File: src/rtl/riscv_fetch_unit.sv
// ============================================================================
// riscv_fetch_unit
// ----------------------------------------------------------------------------
// Instruction-fetch stage of the RV32I five-stage pipeline. It sits directly
// upstream of decode and is steered by the hazard unit's stall/flush outputs.
//
// Responsibilities:
//   - Owns the fetch PC (pc_f) and issues one outstanding request at a time
//     to instruction memory, which may answer after any number of cycles.
//   - Loads the IF/ID pipeline register (instruction, PC, PC+4, valid).
//   - Takes branch/jump redirects from execute. A response that is still in
//     flight when the redirect arrives is stale and gets discarded.
//   - Holds a response that arrives while decode is stalled in a one-entry
//     skid buffer, so that no fetched instruction is lost.
//
// Parameters:
//   RESET_PC   first fetch address after reset (word aligned)
//   NOP_INSTR  instruction loaded into IF/ID as a bubble (addi x0,x0,0)
//
// Ports:
//   i_clk          clock; all state updates on the rising edge
//   i_rst          synchronous, active-high reset
//   i_stall_f      hold the fetch PC and issue no new request
//   i_stall_d      hold the IF/ID register
//   i_flush_d      clear IF/ID to a bubble and drop the skid buffer
//   i_pc_src_e     redirect taken in execute
//   i_pc_target_e  redirect address (bits [1:0] are ignored)
//   o_imem_req     fetch request, combinational from state and inputs
//   o_imem_addr    request address, always word aligned
//   i_imem_ready   memory accepts the request when req && ready
//   i_imem_rvalid  response valid, at least one cycle after acceptance
//   i_imem_rdata   response instruction word
//   o_instr_d      IF/ID instruction
//   o_pc_d         IF/ID PC
//   o_pc_plus4_d   IF/ID PC+4
//   o_valid_d      IF/ID holds a real instruction (0 = bubble)
// ============================================================================
module riscv_fetch_unit #(
    parameter logic [31:0] RESET_PC  = 32'h0000_0000,
    parameter logic [31:0] NOP_INSTR = 32'h0000_0013
) (
    input  logic        i_clk,
    input  logic        i_rst,
    input  logic        i_stall_f,
    input  logic        i_stall_d,
    input  logic        i_flush_d,
    input  logic        i_pc_src_e,
    input  logic [31:0] i_pc_target_e,
    output logic        o_imem_req,
    output logic [31:0] o_imem_addr,
    input  logic        i_imem_ready,
    input  logic        i_imem_rvalid,
    input  logic [31:0] i_imem_rdata,
    output logic [31:0] o_instr_d,
    output logic [31:0] o_pc_d,
    output logic [31:0] o_pc_plus4_d,
    output logic        o_valid_d
);

    // Fetch sequencer states:
    //   ST_IDLE  only after reset; ignores any response still in flight
    //   ST_REQ   ready to issue a request at pc_f
    //   ST_WAIT  one request outstanding, waiting for its response
    //   ST_KILL  one request outstanding whose response is stale
    typedef enum logic [1:0] {
        ST_IDLE,
        ST_REQ,
        ST_WAIT,
        ST_KILL
    } fetch_state_t;

    localparam logic [31:0] WORD_MASK = 32'hFFFF_FFFC;

    fetch_state_t state_q;
    fetch_state_t state_d;

    logic [31:0] pc_f;
    logic [31:0] pc_out;

    logic        buf_vld;
    logic [31:0] buf_instr;
    logic [31:0] buf_pc;

    logic        issue_ok;
    logic        resp_live;
    logic        resp_to_ifid;
    logic        resp_to_buf;
    logic        buf_drain;
    logic        accept;

    // The address bus always shows pc_f; the mask guarantees word alignment
    // even if a misaligned RESET_PC were configured.
    assign o_imem_addr = pc_f & WORD_MASK;

    // Request and response steering.
    // A new request is only allowed when fetch is not stalled, the skid
    // buffer is empty (so a second response always has somewhere to go) and
    // no redirect is pending this cycle.
    // A response is "live" only in ST_WAIT and only if no redirect arrives in
    // the same cycle; a redirect makes the in-flight response stale.
    // A live response goes straight to IF/ID when decode can take it,
    // otherwise it parks in the skid buffer. A flush in the same cycle kills
    // the response instead of parking it, since flush also empties the buffer.
    // In ST_WAIT a back-to-back request is allowed only when the current
    // response is consumed directly by IF/ID, keeping one request in flight.
    always_comb begin
        issue_ok     = 1'b0;
        resp_live    = 1'b0;
        resp_to_ifid = 1'b0;
        resp_to_buf  = 1'b0;
        o_imem_req   = 1'b0;

        issue_ok     = !i_stall_f && !buf_vld && !i_pc_src_e;
        resp_live    = (state_q == ST_WAIT) && i_imem_rvalid && !i_pc_src_e;
        resp_to_ifid = resp_live && !i_stall_d && !buf_vld;
        resp_to_buf  = resp_live && !resp_to_ifid && !i_flush_d;

        case (state_q)
            ST_REQ:  o_imem_req = issue_ok;
            ST_WAIT: o_imem_req = resp_to_ifid && issue_ok;
            default: o_imem_req = 1'b0;
        endcase
    end

    assign accept    = o_imem_req && i_imem_ready;
    assign buf_drain = buf_vld && !i_stall_d && !i_flush_d;

    // Next-state logic for the fetch sequencer.
    // ST_KILL leaves only when the stale response shows up, whether or not a
    // further redirect arrives meanwhile (the redirect only moves pc_f), so
    // the unit can never wait for a response that will not come.
    always_comb begin
        state_d = state_q;

        case (state_q)
            ST_IDLE: begin
                state_d = ST_REQ;
            end
            ST_REQ: begin
                if (!i_pc_src_e && accept) begin
                    state_d = ST_WAIT;
                end
            end
            ST_WAIT: begin
                if (i_pc_src_e) begin
                    state_d = i_imem_rvalid ? ST_REQ : ST_KILL;
                end else if (i_imem_rvalid) begin
                    state_d = accept ? ST_WAIT : ST_REQ;
                end
            end
            ST_KILL: begin
                if (i_imem_rvalid) begin
                    state_d = ST_REQ;
                end
            end
            default: begin
                state_d = ST_IDLE;
            end
        endcase
    end

    // State register plus the two fetch PCs.
    // pc_f is the next address to request; pc_out remembers the address of
    // the request in flight so its response can be tagged with the right PC.
    // A redirect wins over everything, including i_stall_f.
    always_ff @(posedge i_clk) begin
        if (i_rst) begin
            state_q <= ST_IDLE;
            pc_f    <= RESET_PC & WORD_MASK;
            pc_out  <= RESET_PC & WORD_MASK;
        end else begin
            state_q <= state_d;
            if (i_pc_src_e) begin
                pc_f <= i_pc_target_e & WORD_MASK;
            end else if (accept) begin
                pc_f <= pc_f + 32'd4;
            end
            if (accept) begin
                pc_out <= pc_f;
            end
        end
    end

    // One-entry skid buffer.
    // Captures a response that decode cannot accept this cycle. It is emptied
    // by a redirect (the entry is on the wrong path), by a flush, or by
    // draining into IF/ID once decode is neither stalled nor flushed.
    always_ff @(posedge i_clk) begin
        if (i_rst) begin
            buf_vld   <= 1'b0;
            buf_instr <= NOP_INSTR;
            buf_pc    <= 32'h0000_0000;
        end else begin
            if (i_pc_src_e || i_flush_d) begin
                buf_vld <= 1'b0;
            end else if (resp_to_buf) begin
                buf_vld <= 1'b1;
            end else if (buf_drain) begin
                buf_vld <= 1'b0;
            end
            if (resp_to_buf) begin
                buf_instr <= i_imem_rdata;
                buf_pc    <= pc_out;
            end
        end
    end

    // IF/ID pipeline register.
    // Priority: flush, then stall (hold), then the buffered instruction, then
    // a live response, otherwise a bubble. Bubbles keep the previous PC
    // fields so decode never sees a spurious PC change on an invalid slot.
    always_ff @(posedge i_clk) begin
        if (i_rst) begin
            o_instr_d    <= NOP_INSTR;
            o_pc_d       <= 32'h0000_0000;
            o_pc_plus4_d <= 32'h0000_0004;
            o_valid_d    <= 1'b0;
        end else if (i_flush_d) begin
            o_instr_d <= NOP_INSTR;
            o_valid_d <= 1'b0;
        end else if (i_stall_d) begin
            o_instr_d    <= o_instr_d;
            o_pc_d       <= o_pc_d;
            o_pc_plus4_d <= o_pc_plus4_d;
            o_valid_d    <= o_valid_d;
        end else if (buf_vld) begin
            o_instr_d    <= buf_instr;
            o_pc_d       <= buf_pc;
            o_pc_plus4_d <= buf_pc + 32'd4;
            o_valid_d    <= 1'b1;
        end else if (resp_to_ifid) begin
            o_instr_d    <= i_imem_rdata;
            o_pc_d       <= pc_out;
            o_pc_plus4_d <= pc_out + 32'd4;
            o_valid_d    <= 1'b1;
        end else begin
            o_instr_d <= NOP_INSTR;
            o_valid_d <= 1'b0;
        end
    end

endmodule

File: config.mk
export PLATFORM = sky130hd
export DESIGN_NAME = riscv_fetch_unit
export DESIGN_NICKNAME = d
export VERILOG_FILES = /design/src/rtl/riscv_fetch_unit.sv
export SDC_FILE = /design/constraint.sdc
export NUM_CORES = 1
export LEC_CHECK = 0
export CAP_MARGIN = 20
export CORE_UTILIZATION = 55
export CTS_BUF_LIST = sky130_fd_sc_hd__clkbuf_4
export DETAILED_ROUTE_END_ITERATION = 8
export GPL_TIMING_DRIVEN = 0
export HOLD_SLACK_MARGIN = 0.06
export PLACE_DENSITY = 0.85
export SYNTH_ARGS = -nofsm -noshare
export SYNTH_HDL_FRONTEND = slang
export SYNTH_SLANG_ARGS = --single-unit
File: constraint.sdc
create_clock -name i_clk -period 7.82 [get_ports i_clk]
set_clock_uncertainty 0.15 [all_clocks]
set_input_delay 2.346 -clock i_clk [delete_from_list [all_inputs] [get_ports i_clk]]
set_output_delay 2.346 -clock i_clk [all_outputs]
set_load 0.01 [all_outputs]
# After elaboration in Yosys (flattened, before gate mapping)
# Cells that the tools add are included.
dict set report totals {
  output_inout_bits 130
  reg_bits 228
}
dict set report classes {
  eq_ne 6
  n_bitwise 2
  n_addsub 3
  reduce_logical 29
  mux 20
}
# operator n
set ops {}
lappend ops {{32-bit two-way mux} 8}
lappend ops {{32-bit by 3-bit adder with 32-bit output (second input constant)} 3}
lappend ops {{1-bit logical AND} 13}
lappend ops {{2-bit two-way mux} 6}
lappend ops {{2-bit case mux with 4 select lines} 1}
lappend ops {{1-bit logical NOT} 6}
lappend ops {{3-bit AND reduction} 2}
lappend ops {{2-bit nonzero test} 3}
lappend ops {{2-bit OR reduction} 3}
lappend ops {{2-bit == test (second input constant)} 2}
lappend ops {{1-bit two-way mux} 4}
lappend ops {{2-bit != test (second input constant)} 2}
lappend ops {{3-bit != test (second input constant)} 1}
lappend ops {{2-bit by 1-bit == test with 1-bit output (second input constant)} 1}
lappend ops {{2-bit logical NOT} 1}
lappend ops {{1-bit NOT} 2}
lappend ops {{1-bit case mux with 2 select lines} 1}
lappend ops {{1-bit logical OR} 1}

# Depth between registers and ports, before layout
# Gate-level depths: netlist of the first run.
dict set report logic_depth {
  ltp_word 12
  ltp_mapped 13
  depth_no_buf 7
}

# Worst setup path after synthesis of the first run
# OpenSTA, ideal clock, no wires.
dict set report synth_path {
  kind {input-to-output}
  start {in i_pc_src_e}
  end {out o_imem_req}
  t_required_ns 5.324
  path_stages 5
  path_slack_ns 2.108
  arrival_ns 3.216
  cell_sequence {clkbuf_2 and3b_1 a21o_1 buf_2 and2_1}
}
dict set report synth_between {
  elab_chain_cells 6
}
# element line
set synth_rtl {}
lappend synth_rtl {{start, declared} 47} ;# input logic i_pc_src_e,
lappend synth_rtl {{1-bit logical NOT (*)} {113, 114}}
lappend synth_rtl {{1-bit logical AND} 114} ;# resp_live = (state_q == ST_WAIT) && i_imem_rvalid && !i_pc_src_e;
lappend synth_rtl {{1-bit logical AND (2 in a row)} 115} ;# resp_to_ifid = resp_live && !i_stall_d && !buf_vld;
lappend synth_rtl {{1-bit logical AND} 120} ;# ST_WAIT: o_imem_req = resp_to_ifid && issue_ok;
lappend synth_rtl {{1-bit case mux with 2 select lines (*)} 118} ;# case (state_q)
lappend synth_rtl {{end, declared} 49} ;# output logic o_imem_req,
# Every way passes the cells marked *; elsewhere a longest branch is shown, timed or not.

# Final worst setup path of the first run
dict set report layout_path {
  start {in i_imem_rvalid}
  end {out o_imem_req}
}
dict set report layout_between {
  elab_chain_cells 6
}
# element line
set layout_rtl {}
lappend layout_rtl {{start, declared} 52} ;# input logic i_imem_rvalid,
lappend layout_rtl {{1-bit logical AND (2 in a row)} 114}
lappend layout_rtl {{1-bit logical AND (2 in a row)} 115}
lappend layout_rtl {{1-bit logical AND} 120}
lappend layout_rtl {{1-bit case mux with 2 select lines} 118}
# Every way passes these cells.

==> impl_metrics.py, run 1 <==
metrics = {
    "synthesis": {
        "synth_area_um2": 9690,
        "synth_edf_count": 0,
        "synth_top_area_share_pct": 45.0,
        "synth_seq_cells": 218,
        "async_flop_share_pct": 0,
        "ys.flop_type": "dfxtp_1",
        "ys_seq_area_share_pct": 45.0,
        "post-synth-top-area-cell": "dfxtp_1",
        "ys_warn_count": 0,
        "avgSynthCellArea_um2": 8.26,
        "yosys-top-cells-area": "dfxtp_1, nand2_1, a21oi_1, a211oi_1, nor2_1",
        "synth_cells": 1174,
        "synthDistinctLibCells": 66,
    },
    "hold_path": {
        "min_path_cells": 2,
        "min_path_type": "flip-flop to flip-flop",
    },
    "place": {
        "dpl.hpwl_um": 21300,
        "gp_congestion": 0.964,
        "dpl_cell_area_um2": 11900,
        "pre_cts_ws_ns": 1.09,
        "port_buffers": 192,
    },
    "layout": {
        "fin_area_um2": 12600,
        "area_delta_synth_final_pct": 29.6,
        "nets": 1503,
        "drive_gt1_share_pct": 8.92,
        "post-route-util_pct": 72.9,
    },
    "routing": {
        "wl_per_cell_um": 17.3,
        "drcViolationCount": 1,
        "final_antenna_net_count": 0,
        "drtPass1Iterations": 9,
        "drt-initial-drc-count": 877,
        "vias": 9973,
        "vias_per_cell": 5.92,
        "wl_um": 29100,
    },
    "global_route": {
        "grt_pass1_vias": 9199,
        "antenna_found_initial": 1,
        "grt_usage_pct": 31.6,
        "grt_max_degree": 14,
        "overflow": 0,
        "grt_pass1_wl_um": 45800,
    },
    "timing": {
        "maxSlewViolCount": 0,
        "relSlewSlack_pct": 31.4,
        "setup_violations": 0,
        "rsz0062_at_grt": "no",
        "worstMarginPinSlew_ns": 1.02,
        "layout_setup_ws_ns": 1.03,
        "post-route-min-period_ns": 6.79,
        "fmax_mhz": 147,
        "final_hold_viol_count": 0,
        "finalCritPeriodShare_pct": 86.8,
        "setup_tns_ns": 0,
    },
    "die": {
        "start_util_pct": 56.2,
        "fp.dieW_um": 135,
        "fp-row-count": 48,
        "fp.dieArea_um2": 18200,
        "io_pins": 202,
        "core-area_um2": 17200,
        "fp.dieH_um": 135,
    },
    "critical_path": {
        "critical_path_class": "primary input to primary output",
        "crit_chain": "clkdlybuf4s50_1 > and3b_1 > a21o_1 > buf_2 > and2_1 > clkdlybuf4s50_1",
        "cp.required_ns": 5.32,
        "cp-end-kind": "primary output",
        "r2r_cells": 13,
        "cp.arrival_ns": 4.29,
        "cp.depth": 6,
        "slowest_delay_ns": 0.60,
        "path_buf_inv": 3,
        "cp-start-kind": "primary input",
        "critical_path.top_delay_family": "buffers and inverters",
        "crit_fanout": 9,
        "cp_slowest_cell": "clkdlybuf4s50_1",
        "crit_top_cell": "clkdlybuf4s50_1",
    },
    "clock_network": {
        "cts_hold_buffers": 0,
        "clk_latency_ns": 0.65,
        "cts_tree": "yes",
        "cts_resized": 0,
        "htreeDepth": 2,
        "cts_setup_buffers": 0,
        "cts_root_buffer": "clkbuf_4",
        "cts.sinks": 218,
        "clk_path_buf_depth": 3,
        "cts_inserted_buffers": 53,
        "path_clk_slew_ns": 0.06,
    },
    "outcome": {
        "outcome": "finished with violations",
        "violations": "design-rule violations",
    },
    "flow_run": {
        "cap_violations": 0,
    },
    "power_and_ir_drop": {
        "p_per_area_nw_per_um2": 178,
        "p_leak_nw": 4.14,
        "ir_worst_vdd_mv": 0.151,
    },
}
placed cells by master, fill, tap and decap left out, types with 15 or more instances in the layout:
master and count:
a211oi_1 44, dfxtp_1 218, xnor2_1 20, clkdlybuf4s50_1 192, clkbuf_1 68, nand4_1 18
clkbuf_4 76, buf_2 15, a222oi_1 24, nor2_1 88, mux2i_1 27, nand3_1 59
nand2_1 240, o21ai_0 28, nor3_1 26, a21oi_1 113
cells by family after synthesis:
logic type	after synthesis	share of synthesized area, %
AOI/OAI and AO/OA	273	18.7
xor gates and xnor gates	23	2.08
adders and majority gates	6	0.749
buffers and inverters	107	5.09
DFF	218	45.0
muxes	32	3.41
other	1	0.0387
and+or+nand+nor	514	24.9
stage by stage:
step           hold slack (ns)  power [mW]  std cells
2_1_floorplan            0.282        1.25       1179
3_3_place_gp             0.282        1.34       1596
3_5_place_dp             0.288        1.35       1596
4_1_cts                  0.297        2.24       1683
5_1_grt                  0.314        2.32       1684
6_report                 0.297        2.24       1684
state kept, by name (all words and copies together) (netlist names):
register      cells
buf_instr        32
buf_pc           30
buf_vld           1
o_instr_d        32
o_pc_d           30
o_pc_plus4_d     30
o_valid_d         1
pc_f             30
pc_out           30
state_q           2
worst reg2reg max path, cell delays in order, from the launching register on:
cell	delay [ns]
dfxtp_1	0.33
buf_6	0.19
buf_6	0.18
buf_6	0.18
buf_4	0.22
buf_2	0.29
mux2_2	0.22
ha_1	0.21
nand4_1	0.18
a21oi_2	0.37
nand4_1	0.20
buf_2	0.24
o41ai_1	0.35
nand3_1	0.10
report_power, final:
group          switching, mW  internal [mW]
Combinational         0.0955         0.0811
Sequential            0.0244           1.12
Clock                  0.438          0.475
worst paths after layout:
path                   startpoint               end  slack (ns)
hold reg to reg   o_pc_plus4_d[2]   o_pc_plus4_d[2]        0.30
setup / recovery    i_imem_rvalid        o_imem_req        1.03
hold / removal    o_pc_plus4_d[2]   o_pc_plus4_d[2]        0.30
setup reg to reg          buf_vld  o_pc_plus4_d[30]        4.30
routing by layer:
layer,GRT usage (%),vias to the layer above,share of wire [%]
li1,-,4744,-
met1,42.1,4587,42
met2,50.3,571,46
met3,6.23,71,10
met4,12.6,0,2.4
met5,0,-,0
synthesized netlist by cell type, types with 3 or more instances:
library cell / instances
nand2_1: 240
dfxtp_1: 218
a21oi_1: 113
nor2_1: 88
clkbuf_1: 68
nand3_1: 59
a211oi_1: 44
o21ai_0: 28
mux2i_1: 27
nor3_1: 26
a222oi_1: 24
xnor2_1: 20
nand4_1: 18
buf_2: 15
and3_1: 14
a31oi_1: 13
or3_1: 13
or4_1: 10
buf_4: 9
nor4_1: 9
inv_1: 8
nand3b_1: 7
a221oi_1: 6
a22oi_1: 6
and2_1: 6
nand4b_1: 6
o311ai_0: 6
buf_6: 5
ha_1: 5
and4_1: 4
mux2_2: 4
o211ai_1: 4
o31ai_1: 4
a21oi_2: 3
o21a_1: 3
o31a_1: 3
xor2_1: 3
final cells by class:
type	count	area [um^2]
Inverter	8	30.0
Clock inverter	11	70.1
Tap cell	225	282
Fill cell	1372	4680
Antenna cell	1	2.50
Buffer	99	463
Clock buffer	76	571
Sequential cell	218	4360
Multi-Input combinational cell	854	4850
Timing Repair Buffer	192	1920
Note: power is estimated with default switching activity, not from simulation.
==> run 2, diff against run 1 <==
Settings changed: CELL_PAD_IN_SITES_DETAIL_PLACEMENT from default to 0, CELL_PAD_IN_SITES_GLOBAL_PLACEMENT from default to 1, CORE_UTILIZATION 55 to 42, PLACE_DENSITY 0.85 to 0.88.
==> run 2 against run 1 <==
  * The flow now finishes without violations
  * Flip-flop and latch count unchanged
  * Maximum frequency increased by 0.25%
  * Routed wire length increased by 5.5%
  * Register-to-register slack got worse by 0.09 ns
  * Power increased by 3.2%
  * Cell count increased by 4.3%
  * Global-route usage decreased by 6.1 points
  * Non-clock buffer count increased by 1
  * Clock power increased by 7.7%
  * Sequential share of layout area decreased by 0.42 points
  * Via count decreased by 2.7%
  * Utilization decreased by 17 points
  * Critical path type unchanged
  * Largest cell class unchanged
  * Highest routed layer is now met5
==> impl_metrics.py, run 2 (synthesized netlist as in run 1, its figures left out) <==
metrics = {
    "outcome": {
        "outcome": "finished clean",
    },
    "power_and_ir_drop": {
        "p_per_area_nw_per_um2": 182,
        "p_leak_nw": 4.18,
        "power.total_mw": 2.31,
        "p_comb_share_pct": 7.7,
        "ir_worst_vdd_mv": 0.109,
        "pwr-share-seq_pct": 49.8,
        "clockPowerShare_pct": 42.5,
        "p_sw_uw": 581,
        "switching_share_pct": 25.1,
        "internal-power_mw": 1.73,
    },
    "routing": {
        "wl_met3_um": 2270,
        "drcViolationCount": 0,
        "wl_met2_um": 13600,
        "vias": 9701,
        "vias_per_cell": 5.52,
        "drt-initial-drc-count": 816,
        "routed.top_layer": "met5",
        "wl_per_cell_um": 17.5,
        "drtPass1Iterations": 5,
        "wl_met1_um": 14300,
        "wl_um": 30700,
        "final_antenna_net_count": 0,
    },
    "place": {
        "dpl.hpwl_um": 22600,
        "gp_congestion": 0.886,
        "pre_cts_ws_ns": 1.10,
        "placed_cells": 1656,
        "port_buffers": 192,
        "dpl_cell_area_um2": 12000,
    },
    "critical_path": {
        "rrSetupSlack_ns": 4.21,
        "cp.arrival_ns": 4.27,
        "cp-end-kind": "primary output",
        "critical_path_class": "primary input to primary output",
        "cp.required_ns": 5.32,
        "crit_fanout": 9,
        "r2r_cells": 13,
        "cp-endpoint": "o_imem_req",
        "timing.rr.start": "buf_vld",
        "crit_start": "i_imem_rvalid",
        "worst_r2r_endpoint": "o_pc_plus4_d[30]",
        "cp-start-kind": "primary input",
    },
    "layout": {
        "final_cell_mix": "nand2_1, dfxtp_1, clkdlybuf4s50_1",
        "final_common_cell": "nand2_1",
        "fin_area_um2": 12700,
        "nets": 1509,
        "area_delta_synth_final_pct": 31.2,
        "final_cells": 1757,
        "drive_gt1_share_pct": 9.46,
        "fillCellCount": 2113,
        "largest_registers": "buf_instr (32), o_instr_d (32)",
    },
    "global_route": {
        "grt_pass1_wl_um": 48400,
        "antenna_found_initial": 3,
        "overflow": 0,
        "grt_pass1_vias": 9118,
        "grt_max_degree": 16,
        "grt_usage_pct": 25.5,
    },
    "hold_path": {
        "hp-start": "pc_out[15]",
        "min_path_type": "flip-flop to flip-flop",
    },
    "timing": {
        "final_hold_viol_count": 0,
        "setup_violations": 0,
        "fmax_mhz": 148,
        "finalCritPeriodShare_pct": 86.6,
        "layout_setup_ws_ns": 1.05,
        "setup_tns_ns": 0,
        "post-route-min-period_ns": 6.77,
        "maxSlewViolCount": 0,
        "rsz0062_at_grt": "no",
        "relSlewSlack_pct": 41.9,
        "worstMarginPinSlew_ns": 0.862,
    },
    "die": {
        "fp.dieH_um": 154,
        "fp.dieW_um": 154,
        "core-area_um2": 22600,
        "fp.dieArea_um2": 23700,
        "start_util_pct": 42.8,
        "io_pins": 202,
        "fp-row-count": 55,
    },
    "clock_network": {
        "clk_path_buf_depth": 3,
        "cts_hold_buffers": 0,
        "clk_latency_ns": 0.67,
        "htreeDepth": 2,
        "cts.sinks": 218,
        "cts_inserted_buffers": 58,
        "cts_root_buffer": "clkbuf_4",
        "cts_tree": "yes",
        "path_clk_slew_ns": 0.06,
        "cts_setup_buffers": 0,
        "cts_resized": 0,
    },
    "flow_run": {
        "cap_violations": 0,
    },
}
[run 2: worst min-delay path by stage]
stage	end	depth (start not counted)	slack (ns)
2_1_floorplan	buf_instr[2]	2	0.28
3_3_place_gp	o_pc_plus4_d[2]	2	0.29
4_1_cts	buf_pc[15]	2	0.29
5_1_grt	buf_instr[27]	2	0.32
3_5_place_dp	o_pc_plus4_d[2]	2	0.29
6_report	buf_pc[15]	2	0.29
[run 2: worst max-delay path: stages]
cell and delay (ns):
clkdlybuf4s50_1 0.56, and3b_1 0.29, a21o_1 0.14, buf_2 0.23, and2_1 0.17, clkdlybuf4s50_1 0.54
[run 2: power groups by stage]
| stage | Clock (mW) | Combinational [mW] | Sequential [mW] |
|---|---|---|---|
| 5_1_grt | 1.07 | 0.191 | 1.15 |
| 6_report | 0.983 | 0.178 | 1.15 |
| 4_1_cts | 1.00 | 0.177 | 1.15 |
| 3_5_place_dp | 0 | 0.176 | 1.17 |
| 3_3_place_gp | 0 | 0.176 | 1.17 |
| 2_1_floorplan | 0 | 0.0780 | 1.17 |
[run 2: per-stage QoR]
step           util, %  hold slack [ns]
2_1_floorplan        -            0.282
3_3_place_gp      53.0            0.286
3_5_place_dp      53.0            0.293
4_1_cts           56.1            0.289
5_1_grt           56.2            0.319
6_report          56.2            0.293
[run 2: metal layers]
layer | track usage, % | vias up
met3 | 4.85 | 41
met5 | 0 | -
met1 | 35.1 | 4500
met4 | 8.00 | 2
met2 | 40.3 | 402
li1 | - | 4756
[run 2: layout make-up]
cell class,instances,area [um^2],share of cell area [%]
Clock buffer,85,638,5.02
Inverter,8,30.0,0.236
Antenna cell,2,5.00,0.0394
Buffer,99,463,3.64
Multi-Input combinational cell,854,4850,38.2
Timing Repair Buffer,193,1930,15.2
Clock inverter,13,75.1,0.590
Tap cell,285,357,2.80
Sequential cell,218,4360,34.3
==> run 3, diff against run 2 <==
Settings changed: CORE_UTILIZATION 42 to 28, PLACE_DENSITY 0.88 to 0.62.
==> run 3 against run 2 <==
  * Clock power grew 11%
  * Non-clock buffer count is the same
  * Largest cell class unchanged
  * Global-route usage shrank 5.7 points
  * Via count shrank 0.33%
  * Largest power group unchanged
  * Routed wire length grew 16%
  * First-iteration DRC count shrank 14%
  * Flip-flop and latch count is the same
  * Clock-buffer cell count grew 9
  * Utilization shrank 18 points
  * Register-to-register slack lost 0.12 ns
  * Critical path depth is the same
  * Critical endpoint unchanged
==> impl_metrics.py, run 3 (synthesized netlist as in run 1, its figures left out) <==
metrics = {
    "layout": {
        "largest_registers": "buf_instr (32), o_instr_d (32)",
        "final_cell_mix": "nand2_1, dfxtp_1, clkdlybuf4s50_1",
        "nets": 1517,
        "area_delta_synth_final_pct": 34.0,
        "final_common_cell": "nand2_1",
        "drive_gt1_share_pct": 10.2,
    },
    "die": {
        "fp.dieArea_um2": 35400,
        "fp.dieW_um": 188,
        "start_util_pct": 28.7,
        "fp-row-count": 67,
        "io_pins": 202,
        "core-area_um2": 33800,
        "fp.dieH_um": 188,
    },
    "place": {
        "dpl.hpwl_um": 26400,
        "gp_congestion": 0.812,
        "port_buffers": 192,
        "pre_cts_ws_ns": 1.09,
    },
    "critical_path": {
        "cp-end-kind": "primary output",
        "crit_chain": "clkdlybuf4s50_1 > and3b_1 > a21o_1 > buf_2 > and2_1 > clkdlybuf4s50_1",
        "critical_path_class": "primary input to primary output",
        "timing.rr.start": "buf_vld",
        "cp.required_ns": 5.32,
        "crit_start": "i_imem_rvalid",
        "cp.arrival_ns": 4.25,
        "cp_slowest_cell": "clkdlybuf4s50_1",
        "slowest_delay_ns": 0.56,
        "crit_fanout": 9,
        "cp-start-kind": "primary input",
        "crit_top_cell": "clkdlybuf4s50_1",
    },
    "routing": {
        "drtPass1Iterations": 6,
        "final_antenna_net_count": 0,
        "drt-initial-drc-count": 700,
        "wl_um": 35600,
        "vias_per_cell": 5.02,
        "drcViolationCount": 0,
        "wl_per_cell_um": 18.4,
        "vias": 9669,
    },
    "clock_network": {
        "path_clk_slew_ns": 0.05,
        "cts_setup_buffers": 0,
        "clk_path_buf_depth": 3,
        "cts_inserted_buffers": 66,
        "cts_tree": "yes",
        "cts.sinks": 218,
        "htreeDepth": 3,
        "cts_hold_buffers": 0,
        "clk_latency_ns": 0.65,
        "cts_resized": 0,
        "cts_root_buffer": "clkbuf_4",
    },
    "global_route": {
        "antenna_found_initial": 2,
        "grt_pass1_vias": 9449,
        "grt_usage_pct": 19.8,
        "overflow": 0,
        "grt_pass1_wl_um": 54900,
        "grt_max_degree": 11,
    },
    "timing": {
        "layout_setup_ws_ns": 1.07,
        "relSlewSlack_pct": 28.6,
        "setup_violations": 0,
        "finalCritPeriodShare_pct": 86.3,
        "rsz0062_at_grt": "no",
        "post-route-min-period_ns": 6.75,
        "setup_tns_ns": 0,
        "fmax_mhz": 148,
        "final_hold_viol_count": 0,
        "worstMarginPinSlew_ns": 1.06,
        "maxSlewViolCount": 0,
    },
    "power_and_ir_drop": {
        "ir_worst_vdd_mv": 0.0650,
        "p_per_area_nw_per_um2": 186,
        "p_leak_nw": 4.23,
    },
    "outcome": {
        "outcome": "finished clean",
    },
    "hold_path": {
        "hp-start": "buf_pc[27]",
        "min_path_type": "flip-flop to flip-flop",
    },
    "flow_run": {
        "cap_violations": 0,
    },
}
run 3: layer usage:
metal  GRT usage, %  up-vias  wire (um)
li1               -     4773          -
met1           27.2     4536      17100
met2           31.0      310      15800
met3           3.99       50       2100
met4           6.25        0        574
met5              0        -          0
run 3: final cells by class:
type / count / area, um^2
sequential: 218 / 4360
timing repair buffer: 193 / 1930
buffer: 99 / 463
multi-input combinational: 854 / 4850
clock inverter: 12 / 75.1
fill: 3603 / 20800
inverter: 8 / 30.0
antenna: 2 / 5.00
tap: 448 / 561
clock buffer: 94 / 706
run 3: final timing paths:
kind	to	slack (ns)	depth (start not counted)
worst max-delay path	o_imem_req	1.07	6
worst min-delay path	buf_pc[27]	0.30	2
worst max register to register	o_pc_plus4_d[30]	4.09	13
worst min register to register	buf_pc[27]	0.30	2
run 3: report_power, final:
| group | total (mW) | switching [mW] | internal (mW) | leakage, nW |
|---|---|---|---|---|
| clock | 1.09 | 0.507 | 0.579 | 0.473 |
| sequential | 1.15 | 0.0258 | 1.13 | 1.76 |
| combinational | 0.182 | 0.101 | 0.0812 | 1.99 |
run 3: stage by stage:
step,hold slack [ns],power [mW],utilization (%),area [um^2],instances
floorplan,0.282,1.25,-,9710,1179
global placement,0.283,1.36,36.1,12200,1819
detailed placement,0.294,1.36,36.1,12200,1819
CTS,0.302,2.46,38.4,13000,1925
global route,0.324,2.53,38.4,13000,1928
finish,0.301,2.42,38.4,13000,1928
run 3: worst max-delay path: cells and delay by family:
| kind | cells | cell delay (ns) |
|---|---|---|
| AOI/OAI and AO/OA | 1 | 0.13 |
| buffers and inverters | 3 | 1.32 |
| and+or+nand+nor | 2 | 0.45 |
==> RTL edit 1 (settings of run 3) <==
Re-encode `fetch_state_t` (4 states) as one-hot, 4 bits wide.
--- a/src/rtl/riscv_fetch_unit.sv
+++ b/src/rtl/riscv_fetch_unit.sv
@@ -64,7 +64,7 @@
     //   ST_KILL  one request outstanding whose response is stale
-    typedef enum logic [1:0] {
-        ST_IDLE,
-        ST_REQ,
-        ST_WAIT,
-        ST_KILL
+    typedef enum logic [3:0] {
+        ST_IDLE = 4'b0001,
+        ST_REQ  = 4'b0010,
+        ST_WAIT = 4'b0100,
+        ST_KILL = 4'b1000
     } fetch_state_t;
Check against the original RTL: same outputs for any inputs over 4 cycles, from zero or initial values and one cycle with i_rst high; so few cycles prove little.
==> RTL edit 1 against run 3 <==
  * Cell area rose by 0.38%
  * Cell count rose by 1.9%
  * Synthesized area rose by 1.3%
  * Sequential share of layout area rose by 0.18 points
  * Clock power fell by 6%
  * Non-clock buffer count fell by 5
  * Total power fell by 3.2%
  * Sequential cell count rose by 2
  * Setup slack improved by 0.21 ns
  * Routed wire length fell by 0.81%
  * Critical path type unchanged
  * Largest power group unchanged
==> RTL edit 1: results (changes against run 3) <==
Drt
  • TritonRoute pass-1 iters: 5 (was 6)
  • Detailed-route wire length: 35270 um (was 35550 um)
  • Via density: 5.089 (was 5.015)
  • DR iter-0 viols: 788 (was 700)

Pwr
  • Maximum VDD drop: 0.00006232 V (was 0.00006505 V)
  • P_leak: 4.307 nW (was 4.228 nW)

Worst setup path
  • Critical path arrival: 4.04 ns (was 4.25 ns)
  • Reg2reg path depth: 12 (was 13)
  • Reg2Reg Setup Slack: 3.81 ns (was 4.09 ns)
  • Critical R2R Capture: o_pc_plus4_d[26]$_SDFFE_PP0P_ (was o_pc_plus4_d[30]$_SDFFE_PP0P_)
  • Worst Setup SP: i_stall_d (was i_imem_rvalid)

Min path
  • Min-delay src: buf_pc[28]$_SDFFE_PP0P_ (was buf_pc[27]$_SDFFE_PP0P_)
  • Worst min-delay path endpoint: buf_pc[28]$_SDFFE_PP0P_ (was buf_pc[27]$_SDFFE_PP0P_)

GRT
  • Vias in the first global route: 9214 (was 9449)
  • Initial antenna violation count: 1 (was 2)
  • First-pass GRT wire length: 53900 um (was 54940 um)

Yosys
  • Distinct cells, synth: 76 (was 66)
  • Seq/Total Area, Yosys: 44.84% (was 45.02%)
  • Commonest cells in the netlist: nand2_1 (263), dfxtp_1 (220), a21oi_1 (125) (was nand2_1 (240), dfxtp_1 (218), a21oi_1 (113))
  • Area contributors post-synth: dfxtp_1 (45%), nand2_1 (10%), a21oi_1 (6.4%) (was dfxtp_1 (45%), nand2_1 (9.3%), a21oi_1 (5.8%))

Run status
  • Outcome: completed (unchanged)

Timing
  • Worst Tran Pin Value: 1.035 ns (was 1.060 ns)

Place
  • GPL Wtd Cong: 0.8177 (was 0.8119)
  • Port bufs: 191 (was 192)

Layout
  • Layout cells sized above 1: 9.549% (was 10.22%)
[RTL edit 1: cell count changes in the layout (fill, tap and decap cells not counted), moves of 7 or more]
| cell | change |
|---|---|
| a221oi_1 | +26 |
| a222oi_1 | -23 |
| nand2_1 | +23 |
| nor3_1 | +19 |
| a211oi_1 | -18 |
| nand3_1 | -17 |
| a21oi_1 | +12 |
| a31oi_1 | +12 |
| xnor2_1 | -11 |
| o211ai_1 | +8 |
| and3_1 | -7 |
[RTL edit 1: cells by family after synthesis]
logic type | count (synthesis) | synth area share [%]
flip-flops | 220 | 44.84
buffers and inverters | 108 | 4.917
other | 1 | 0.03818
adder cells (fa/ha/maj) | 3 | 0.3566
multiplexers | 32 | 3.375
AO/OA/AOI/OAI | 303 | 20.14
AND/OR/NAND/NOR | 537 | 25.36
XOR/XNOR | 11 | 0.9808
[RTL edit 1: per-stage QoR]
stage          cells  area, um^2  worst slack, ns
2_1_floorplan   1220        9842            2.324
3_3_place_gp    1866       12320            1.320
3_5_place_dp    1866       12320            1.320
4_1_cts         1963       13030            1.309
5_1_grt         1964       13040            1.259
6_report        1964       13040            1.282
[RTL edit 1: per-layer routing]
metal	vias up	wire (um)	track usage, %
met5	-	0	0
met1	4690	16920	27.07
met3	54	2120	3.485
met4	0	741	7.289
li1	4915	-	-
met2	335	15490	29.30
[RTL edit 1: critical path: stages]
cell             delay (ns)
clkdlybuf4s50_1        0.56
and4bb_2               0.41
o211a_1                0.18
clkdlybuf4s50_1        0.55
[RTL edit 1: layout make-up]
| cell class | instances | area share (%) |
|---|---|---|
| clock buffers | 92 | 5.298 |
| flip-flops and latches | 220 | 33.78 |
| well taps | 455 | 4.367 |
| multi-input cells | 892 | 38.01 |
| inverters | 12 | 0.3455 |
| plain buffers | 96 | 3.359 |
| diodes | 1 | 0.01920 |
| repair buffers | 191 | 14.67 |
| clock inverters | 5 | 0.1536 |
[RTL edit 1: worst max-delay path by stage]
stage | end | slack (ns) | cells past startpoint
detailed placement | o_imem_req | 1.32 | 4
global route | o_imem_req | 1.26 | 4
CTS | o_imem_req | 1.31 | 4
floorplan | o_imem_req | 2.32 | 3
global placement | o_imem_req | 1.32 | 4
finish | o_imem_req | 1.28 | 4
[RTL edit 1: where the power goes]
group / switching, mW / internal, mW
logic: 0.0886 / 0.0797
clock network: 0.487 / 0.529
registers: 0.0216 / 1.14
==> RTL edit 2 (settings of run 3) <==
Made on the original files. Change the parameter `NOP_INSTR` from 32'h0000_0013 to 32'h00000009.
--- a/src/rtl/riscv_fetch_unit.sv
+++ b/src/rtl/riscv_fetch_unit.sv
@@ -39,3 +39,3 @@
     parameter logic [31:0] RESET_PC  = 32'h0000_0000,
-    parameter logic [31:0] NOP_INSTR = 32'h0000_0013
+    parameter logic [31:0] NOP_INSTR = 32'h00000009
 ) (
Function: changed (Yosys sat finds a counterexample within 4 cycles, from zero or initial values and one cycle with i_rst high).
==> RTL edit 2 against run 3 <==
  * Die area decreased by 0.63%
  * Routed wire length increased by 1.3%
  * Critical path depth decreased by 1
  * Count of clock-buffer cells in the layout unchanged
  * Sequential cell count unchanged
  * Highest routed layer unchanged
  * Synthesized area decreased by 0.63%
  * Cell area decreased by 0.28%
  * Global-route usage increased by 0.40 points
  * Total power decreased by 0.80%
  * Setup slack improved by 0.065 ns
==> RTL edit 2: results (changes against run 3) <==
Yosys
  • Syn_area_per_cell: 8.128 um^2 (was 8.256 um^2)
  • Area contributors post-synth: dfxtp_1 (45%), nand2_1 (9.9%), a21oi_1 (6.1%) (was dfxtp_1 (45%), nand2_1 (9.3%), a21oi_1 (5.8%))
  • Commonest cells in the netlist: nand2_1 (253), dfxtp_1 (218), a21oi_1 (117) (was nand2_1 (240), dfxtp_1 (218), a21oi_1 (113))
  • Seq/Total Area, Yosys: 45.31% (was 45.02%)
  • Most frequently used flop master after synthesis: dfxtp_1 (unchanged)
  • Distinct cells, synth: 65 (was 66)

Pwr
  • P_leak: 4.085 nW (was 4.228 nW)
  • Sw power: 618.6 uW (was 633.9 uW)
  • Maximum VDD drop: 0.00007665 V (was 0.00006505 V)

Timing
  • Worst Tran Pin Value: 0.9454 ns (was 1.060 ns)
  • Hold WS: 0.3038 ns (was 0.3007 ns)

Worst setup path
  • Reg2Reg Setup Slack: 3.61 ns (was 4.09 ns)
  • Critical Path Fanout Max: 6 (was 9)
  • Critical path arrival: 4.19 ns (was 4.25 ns)
  • Critical R2R Capture: o_pc_plus4_d[28]$_SDFFE_PP0P_ (was o_pc_plus4_d[30]$_SDFFE_PP0P_)

GRT
  • First-pass GRT wire length: 55830 um (was 54940 um)
  • Largest net degree at the start of global routing: 18 (was 11)
  • Gr usage total: 20.22% (was 19.82%)
  • Vias in the first global route: 9376 (was 9449)

Drt
  • DR iter-0 viols: 769 (was 700)
  • TritonRoute pass-1 iters: 8 (was 6)
  • Detailed-route wire length: 36030 um (was 35550 um)
  • Via density: 5.032 (was 5.015)
  • Per-cell routed wire length: 18.53 um (was 18.44 um)

Layout
  • Layout fillers: 3581 (was 3603)
  • Layout cells sized above 1: 9.170% (was 10.22%)
  • Nets: 1523 (was 1517)
  • Regs by FF count: buf_instr: 32 flops, o_instr_d: 32 flops (unchanged)

Min path
  • Worst min-delay path endpoint: buf_instr[2]$_SDFFE_PP0P_ (was buf_pc[27]$_SDFFE_PP0P_)
  • Min-delay src: buf_instr[2]$_SDFFE_PP0P_ (was buf_pc[27]$_SDFFE_PP0P_)

Clock tree
  • H-tree levels: 2 (was 3)
  • CTS buffer count: 61 (was 66)
  • Worst skew pair latency: 0.72 ns (was 0.65 ns)

Place
  • Placed Cells: 1831 (was 1819)
  • GPL Wtd Cong: 0.8543 (was 0.8119)
  • Hpwl dp: 26930 um (was 26390 um)

Run status
  • Outcome: completed (unchanged)
[RTL edit 2: area by class of cell]
| class | instances | share of cell area, % |
|---|---|---|
| multi-input combinational | 864 | 37.21 |
| sequential | 218 | 33.70 |
| timing repair buffer | 193 | 14.90 |
| clock buffer | 94 | 5.449 |
| tap | 448 | 4.328 |
| buffer | 98 | 3.314 |
| clock inverter | 17 | 0.7729 |
| inverter | 10 | 0.2898 |
| antenna | 2 | 0.03864 |
[RTL edit 2: metal layers]
metal | wire, um | up-vias | track usage [%]
met2 | 15490 | 383 | 30.74
met4 | 683 | 0 | 6.098
met3 | 2357 | 55 | 3.696
li1 | - | 4809 | -
met5 | 0 | - | 0
met1 | 17500 | 4536 | 28.85
[RTL edit 2: how the worst max path moves through the flow]
stage                              from         end  slack [ns]  cells past startpoint
after floorplan              i_pc_src_e  o_imem_req        2.19                      4
after global placement    i_imem_rvalid  o_imem_req        1.15                      5
after detailed placement  i_imem_rvalid  o_imem_req        1.16                      5
after CTS                 i_imem_rvalid  o_imem_req        1.15                      5
after global routing      i_imem_rvalid  o_imem_req        1.07                      5
final                     i_imem_rvalid  o_imem_req        1.14                      5
[RTL edit 2: worst max-delay path, delay by kind of cell]
family | cells | cell delay [ns]
buffers and inverters | 2 | 1.09
and+or+nand+nor | 2 | 0.46
AOI/OAI and AO/OA | 1 | 0.28
[RTL edit 2: cell families (layout without fill, tap and decap cells)]
family | after synthesis | count (layout) | share of synthesized area [%]
other cells | 1 | 8 | 0.03893
buf+inv | 108 | 412 | 4.846
flops | 218 | 218 | 45.31
xor+xnor | 22 | 22 | 2.000
fa+ha+maj | 6 | 6 | 0.7534
mux | 32 | 32 | 3.403
simple gates | 521 | 521 | 24.77
compound gates | 277 | 277 | 18.88
[RTL edit 2: power groups by stage]
| stage | Clock (mW) | Sequential (mW) | Combinational [mW] |
|---|---|---|---|
| 4_1_cts | 1.10 | 1.15 | 0.182 |
| 2_1_floorplan | 0 | 1.17 | 0.0755 |
| 3_5_place_dp | 0 | 1.17 | 0.181 |
| 5_1_grt | 1.16 | 1.15 | 0.196 |
| 6_report | 1.07 | 1.15 | 0.182 |
| 3_3_place_gp | 0 | 1.17 | 0.181 |
[RTL edit 2: through the flow]
| step | setup slack (ns) | total power, mW | area [um^2] |
|---|---|---|---|
| after CTS | 1.146 | 2.433 | 12950 |
| after floorplan | 2.187 | 1.246 | 9651 |
| after global placement | 1.150 | 1.355 | 12130 |
| final | 1.136 | 2.400 | 12950 |
| after global routing | 1.068 | 2.510 | 12950 |
| after detailed placement | 1.158 | 1.354 | 12140 |
